## config.mk

```make
export PLATFORM = sky130hd
export DESIGN_NAME = conv_enc_framer
export DESIGN_NICKNAME = d
export VERILOG_FILES = /design/src/rtl/conv_pkg.sv /design/src/rtl/conv_branch.sv /design/src/rtl/conv_enc_framer.sv
export SDC_FILE = /design/constraint.sdc
export NUM_CORES = 1
export LEC_CHECK = 0
export CAP_MARGIN = 20
export CORE_MARGIN = 2
export CORE_UTILIZATION = 40
export DETAILED_ROUTE_END_ITERATION = 12
export GPL_TIMING_DRIVEN = 1
export SLEW_MARGIN = 20
export SYNTH_ARGS = -nofsm -noshare
export SYNTH_HDL_FRONTEND = slang
export SYNTH_HIERARCHICAL = 1
export SYNTH_SLANG_ARGS = --single-unit
```

## constraint.sdc

```tcl
create_clock -name clk -period 1.4 [get_ports clk]
set_input_delay 0.28 -clock clk [delete_from_list [all_inputs] [get_ports clk]]
set_output_delay 0.28 -clock clk [all_outputs]
set_load 0.02 [all_outputs]
```

## src/rtl/conv_pkg.sv

```systemverilog
// Shared constants, types and tap helper for the K=4 rate-1/2 convolutional code.
// The encoder, decoder BMU/ACS and their benches all import this package.
package conv_pkg;

    localparam int unsigned K          = 4;
    localparam int unsigned NUM_STATES = 8;
    localparam int unsigned TAIL_LEN   = 3;
    localparam int unsigned STATE_W    = K - 1;
    localparam int unsigned SYM_W      = 2;
    localparam int unsigned TCNT_W     = 2;

    // Tap vectors, MSB = current input u, then s0, s1, s2.
    localparam logic [K-1:0] G0 = 4'o17;
    localparam logic [K-1:0] G1 = 4'o15;

    typedef enum logic {
        ST_DATA = 1'b0,
        ST_TAIL = 1'b1
    } fsm_e;

    typedef logic [STATE_W-1:0] trellis_state_t;
    typedef logic [SYM_W-1:0]   sym_t;

    typedef struct packed {
        logic last;
        sym_t sym;
    } sym_beat_t;

    // Modulo-2 sum of the shift register contents selected by generator g.
    function automatic logic tap_parity(input logic [K-1:0] g,
                                        input logic u,
                                        input trellis_state_t s);
        logic [K-1:0] reg_v;
        reg_v        = '0;
        reg_v[K-1]   = u;
        for (int unsigned i = 0; i < STATE_W; i++) begin
            reg_v[K-2-i] = s[i];
        end
        return ^(reg_v & g);
    endfunction

endpackage

```

## src/rtl/conv_branch.sv

```systemverilog
// Reference trellis branch: (state, u) -> (code symbol, next state).
// Purely combinational; sym[0] is the G0 output, sym[1] the G1 output.
module conv_branch
    import conv_pkg::*;
(
    input  trellis_state_t state,
    input  logic           u,
    output sym_t           sym,
    output trellis_state_t next_state
);

    assign sym        = {tap_parity(G1, u, state), tap_parity(G0, u, state)};
    assign next_state = {state[STATE_W-2:0], u};

endmodule

```

## src/rtl/conv_enc_framer.sv

```systemverilog
// Framed rate-1/2 K=4 convolutional encoder with a single-register output stage
// and optional zero-tail termination after every frame.
module conv_enc_framer
    import conv_pkg::*;
#(
    parameter bit TAIL_EN = 1'b1
)
(
    input  logic             clk,
    input  logic             rst_n,
    input  logic             in_valid,
    output logic             in_ready,
    input  logic             in_bit,
    input  logic             in_last,
    output logic             out_valid,
    input  logic             out_ready,
    output logic [SYM_W-1:0] out_sym,
    output logic             out_last,
    output logic             busy
);

    fsm_e               fsm_q;
    fsm_e               fsm_d;
    logic [TCNT_W-1:0]  tcnt_q;
    logic [TCNT_W-1:0]  tcnt_d;

    trellis_state_t     enc_state_q;
    sym_beat_t          beat_q;
    logic               out_valid_q;
    logic               busy_q;

    logic               free_c;
    logic               load_c;
    logic               u_c;
    logic               last_c;
    logic               zero_state_c;

    sym_t               br_sym;
    trellis_state_t     br_next;

    conv_branch u_branch (
        .state      (enc_state_q),
        .u          (u_c),
        .sym        (br_sym),
        .next_state (br_next)
    );

    // State register
    always_ff @(posedge clk) begin
        if (!rst_n) begin
            fsm_q  <= ST_DATA;
            tcnt_q <= '0;
        end else begin
            fsm_q  <= fsm_d;
            tcnt_q <= tcnt_d;
        end
    end

    // Next-state logic
    always_comb begin
        fsm_d  = fsm_q;
        tcnt_d = tcnt_q;
        case (fsm_q)
            ST_DATA: begin
                if (load_c && in_last && TAIL_EN) begin
                    fsm_d  = ST_TAIL;
                    tcnt_d = '0;
                end
            end
            ST_TAIL: begin
                if (load_c) begin
                    tcnt_d = tcnt_q + TCNT_W'(1);
                    if (last_c) begin
                        fsm_d  = ST_DATA;
                        tcnt_d = '0;
                    end
                end
            end
            default: begin
                fsm_d  = ST_DATA;
                tcnt_d = '0;
            end
        endcase
    end

    // FSM outputs: handshake and what to load into the output register
    always_comb begin
        free_c       = !out_valid_q || out_ready;
        in_ready     = 1'b0;
        load_c       = 1'b0;
        u_c          = 1'b0;
        last_c       = 1'b0;
        zero_state_c = 1'b0;
        case (fsm_q)
            ST_DATA: begin
                in_ready     = rst_n && free_c;
                load_c       = in_ready && in_valid;
                u_c          = in_bit;
                last_c       = in_last && !TAIL_EN;
                zero_state_c = in_last && !TAIL_EN;
            end
            ST_TAIL: begin
                load_c = rst_n && free_c;
                last_c = (tcnt_q == TCNT_W'(TAIL_LEN - 1));
            end
            default: begin
                load_c = 1'b0;
            end
        endcase
    end

    // Encoder shift register and output stage; truncated frames restart from zero
    always_ff @(posedge clk) begin
        if (!rst_n) begin
            enc_state_q <= '0;
            beat_q      <= '0;
            out_valid_q <= 1'b0;
        end else if (load_c) begin
            beat_q      <= '{last: last_c, sym: br_sym};
            out_valid_q <= 1'b1;
            enc_state_q <= zero_state_c ? trellis_state_t'(0) : br_next;
        end else if (out_ready) begin
            out_valid_q <= 1'b0;
            beat_q.last <= 1'b0;
        end
    end

    // Frame activity: a new first bit wins over the closing transfer
    always_ff @(posedge clk) begin
        if (!rst_n) begin
            busy_q <= 1'b0;
        end else if (load_c && (fsm_q == ST_DATA)) begin
            busy_q <= 1'b1;
        end else if (out_valid_q && out_ready && beat_q.last) begin
            busy_q <= 1'b0;
        end
    end

    assign out_valid = out_valid_q;
    assign out_sym   = beat_q.sym;
    assign out_last  = beat_q.last;
    assign busy      = busy_q;

endmodule

```

# Word level (Yosys, flattened, before mapping)

Index checks and enable logic that the tools add are counted.

Input port bits: 6
Output and inout bits: 6
Register bits: 11
Logic and storage cells: 42

Bitwise gates (word level): 1
Add/sub/neg operators: 1
Reduce and logical (&&, ||, !) cells: 13
Equality and inequality tests: 3
Multiplexer cells: 17

Operators by type and width:

| kind                  | number |
|---|---|
| $mux W1               | 10 |
| $reduce_xor A4 Y1     | 2 |
| $logic_and A1 B1 Y1   | 6 |
| $mux W2               | 3 |
| $pmux W1 S2           | 3 |
| $pmux W2 S2           | 1 |
| $reduce_bool A2 Y1    | 2 |
| $add A2 B1 Y2 const B | 1 |
| $eq A2 B2 Y1 const B  | 1 |
| $ne A2 B1 Y1 const B  | 1 |
| $ne A2 B2 Y1 const B  | 1 |
| $reduce_and A2 Y1     | 1 |
| $logic_not A1 Y1      | 1 |
| $logic_or A1 B1 Y1    | 1 |
| $not A1 Y1            | 1 |

# Longest topological paths before layout

Word-level depth: 8
Depth in mapped cells: 6

# Modules after synthesis

The synthesis kept the hierarchy.

Modules (own cells, without submodules):

| module          | sequential area each (um2) | cells an instance | area each (um2) | times used |
|---|---|---|---|---|
| conv_enc_framer | 220.2                      | 57                | 514.2           | 1 |
| conv_branch     | 0.0                        | 7                 | 65.1            | 1 |

# Worst setup path after synthesis

OpenSTA, ideal clock, no wires.

Kind: flip-flop to output port
Start: register out_valid_q, in the netlist out_valid
End: output in_ready
Buffers on the path: 0
Stages on the path, launching flop included: 3
Setup slack: 0.043 ns
Required time: 1.120 ns
Arrival time: 1.077 ns
Path through: dfxtp_1 -> nor2b_4 -> nor3b_1

Cells in the longest elaborated chain, start to end: 4

Ends and longest elaborated chain:

| what                     | RTL line               | RTL |
|---|---|---|
| start: declaration       | conv_enc_framer.sv:29  | `logic out_valid_q;` |
| start signal: assignment | conv_enc_framer.sv:117 | `out_valid_q <= 1'b0;` |
| start signal: assignment | conv_enc_framer.sv:120 | `out_valid_q <= 1'b1;` |
| start signal: assignment | conv_enc_framer.sv:123 | `out_valid_q <= 1'b0;` |
| $logic_not A1 Y1         | conv_enc_framer.sv:88  | `free_c = !out_valid_q \|\| out_ready;` |
| $logic_or A1 B1 Y1       | conv_enc_framer.sv:88  |  |
| $logic_and A1 B1 Y1      | conv_enc_framer.sv:96  | `in_ready = rst_n && free_c;` |
| $mux W1                  | conv_enc_framer.sv:94  | `case (fsm_q)` |
| end: declaration         | conv_enc_framer.sv:12  | `output logic in_ready,` |

No other way between the ends.

# Worst setup path in the final report

Start: register out_valid_q, in the netlist out_valid
End: output out_valid

RTL lines:

| what             | RTL line              | RTL |
|---|---|---|
| end: declaration | conv_enc_framer.sv:15 | `output logic out_valid,` |

No word-level cell between the ends.

==> flow_metrics.env <==
export IMPL_p_int_w=0.000550
export IMPL_path_clk_slew_ns=0.07
export IMPL_synthArstFlopShare=0
export IMPL_rrSetupSlack_ns=0.20
export IMPL_place_ws_ns=-0.603
export IMPL_clk_latency_ns=0.26
export IMPL_setup_viol_count_final=0
export IMPL_chipHeight_um=42.1
export IMPL_crit_arrival_ns=1.04
export IMPL_fin_crit_sh=0.940
export IMPL_cts_tree="built"
export IMPL_slew_limit_headroom=0.863
export IMPL_fin_skew_ns=0.00799
export IMPL_grt_overflow_total=0
export IMPL_ys_ff_latch=11
export IMPL_tightest_slew_ns=0.206
export IMPL_hp_class="reg2reg"
export IMPL_gp_congestion=0.758
export IMPL_initial_core_util=0.434
export IMPL_fmax_ghz=0.760
export IMPL_cts_root_buf="clkbuf_4"
export IMPL_outcome="finished, final reports clean"
export IMPL_coreArea_mm2=0.00133
export IMPL_p_seq_frac=0.467
export IMPL_grt_max_degree=14
export IMPL_cts_sinks=11
export IMPL_grt_use_total=0.132
export IMPL_synth_fp_nets=70
export IMPL_clkPwrFrac=0.278
export IMPL_std_cell_rows=13
export IMPL_rsz0062_at_grt="no"
export IMPL_fill_cells=136
export IMPL_cp_end_kind="output port"
export IMPL_fin_area_um2=767
export IMPL_grt_pass1_vias=442
export IMPL_viasPerCell=4.72
export IMPL_dr_pass1_iters=3
export IMPL_antenna_cells=0
export IMPL_post_dp_cell_area_um2=731
export IMPL_fin_nets=89
export IMPL_hpwl_um=744
export IMPL_startpoint_type="flip-flop"
export IMPL_io_pins=12
export IMPL_port_buffer_count=11
export IMPL_h_tree_depth=1
export IMPL_synthTopCellsByArea="dfxtp_1, mux2i_1, nand2_1"
export IMPL_antenna_found_initial=0
export IMPL_reg2reg_from="fsm_q"
export IMPL_synthFlopType="dfxtp_1"
export IMPL_syn_avg_cell_area_um2=9.05
export IMPL_ir_worst_vdd_uv=684
export IMPL_drive_above_1_share=0.232
export IMPL_post_cts_buffers=0
export IMPL_power_density_mw_per_mm2=985
export IMPL_fin_crit_ns=1.32
export IMPL_finalWirelength_um=994
export IMPL_max_cap_violations=0
export IMPL_hold_violations=0
export IMPL_switching_power_w=0.000206
export IMPL_synth_top_area_share=0.380
export IMPL_holdBufCountCts=0
export IMPL_clockBufferDepth=2
export IMPL_ant_nets=0
export IMPL_cp_max_fo=4
export IMPL_crit_end="out_valid"
export IMPL_die_area_mm2=0.00177
export IMPL_synth_top_cell_by_area="dfxtp_1"
export IMPL_swShare=0.273
export IMPL_wire_per_inst_um=10.2
export IMPL_grt_pass1_wl_um=1750
export IMPL_drt_iter0_drc=5
export IMPL_power_w=0.000756
export IMPL_final_max_slew_viol_count=0
export IMPL_area_growth_pct=32.4
export IMPL_timing_final_ws_setup_ns=0.0836
export IMPL_drcViolationCount=0
export IMPL_fp_dieW_um=42.1
export IMPL_synth_edf_count=0
export IMPL_r2r_end="enc_state_q[0]"
export IMPL_dpl_cell_count=93
export IMPL_yosys_top_cells_count="dfxtp_1, nand2_1, inv_1, mux2i_1, buf_4"
export IMPL_crit_type="reg2out"
export IMPL_startpoint="out_valid"
export IMPL_synthCells=64
export IMPL_synth_warnings=6
export IMPL_numCtsBuffers=3
export IMPL_ys_types=28
export IMPL_vias=458
export IMPL_worst_r2r_cell_count=5
export IMPL_setup_tns_ns=0
export IMPL_seq_area_frac_synth=0.380
export IMPL_required_ns=1.12
export IMPL_leakagePower_nw=0.347
export IMPL_netlist_area_um2=579
export IMPL_p_comb_frac=0.255
export IMPL_synthMostInstantiatedCell="dfxtp_1"
export IMPL_instances_no_fill=97
-- timing repair --
item | in CTS | in global routing
resized for setup | 12 | 5
pin swaps | 0 | 0
setup endpoints to repair | 6 | 1
-- how the worst min path moves through the flow --
stage	start	end	depth (start not counted)
after floorplan	rst_n	tcnt_q[0]	2
after global placement	out_sym[0]	out_sym[0]	2
after detailed placement	out_sym[1]	out_sym[1]	2
after CTS	out_sym[1]	out_sym[1]	2
after global routing	out_sym[0]	out_sym[0]	2
final	out_sym[1]	out_sym[1]	2
-- cells in the final DEF, fill, tap and decap left out --
master / count
a21boi_1: 1
xnor2_1: 2
inv_1: 5
nand3b_1: 1
buf_4: 8
clkbuf_4: 3
dlymetal6s2s_1: 1
dlygate4sd2_1: 6
xnor2_2: 1
xor2_1: 1
clkbuf_1: 1
mux2i_1: 5
nor2_1: 2
and2b_1: 1
nor3b_4: 2
nor2_2: 1
nor2b_4: 1
and2b_2: 1
clkdlybuf4s50_1: 3
buf_6: 1
o21a_1: 1
nand3_1: 2
nor2b_1: 1
dfxtp_1: 11
a21oi_1: 2
nand2b_1: 2
o22ai_1: 2
nor2b_2: 1
nor3_1: 1
a21boi_0: 2
nand2_1: 8
o21ai_0: 2
-- power by group through the flow --
| stage | logic (W) | clock network (W) | registers, W |
|---|---|---|---|
| after detailed placement | 0.000199 | 0 | 0.000360 |
| after global routing | 0.000211 | 0.000236 | 0.000357 |
| after floorplan | 0.000109 | 0 | 0.000377 |
| final | 0.000193 | 0.000210 | 0.000353 |
| after global placement | 0.000197 | 0 | 0.000359 |
| after CTS | 0.000187 | 0.000222 | 0.000353 |
-- sequential cells by signal (all words and copies together), names as in the netlist --
register     count
fsm_q            1
out_valid        1
out_sym          2
enc_state_q      3
tcnt_q           2
out_last         1
busy             1
-- critical path: stages (launching register included) --
cell and delay, ns:
dfxtp_1 0.33, buf_4 0.12, dlygate4sd2_1 0.32
-- cell families (layout without fill, tap and decap cells) --
kind of cell	count (synthesis)	count (layout)	synth area share
AND/OR/NAND/NOR	24	24	0.255
flip-flops	11	11	0.380
AO/OA/AOI/OAI	10	10	0.108
buffers and inverters	10	28	0.0972
multiplexers	5	5	0.0864
XOR/XNOR	4	4	0.0735
-- per-layer routing --
layer,share of wire,up-vias,track usage
met3,0.065,0,0.0776
met5,0,-,0
li1,-,244,-
met2,0.47,13,0.219
met4,0,0,0.0188
met1,0.47,201,0.150
-- cell type report --
| cell class | count | area [um^2] | area share |
|---|---|---|---|
| inverters | 5 | 18.8 | 0.0245 |
| flip-flops and latches | 11 | 220 | 0.287 |
| repair buffers | 19 | 166 | 0.217 |
| well taps | 15 | 18.8 | 0.0245 |
| clock buffers | 4 | 26.3 | 0.0343 |
| multi-input cells | 43 | 317 | 0.413 |
-- per-stage QoR --
stage               hold WS, ns  utilization
finish                    0.456        0.575
global route              0.486        0.575
CTS                       0.461        0.562
detailed placement        0.453        0.548
global placement          0.442        0.548
floorplan                 0.443            -
Note: power is estimated with default switching activity, not from simulation.
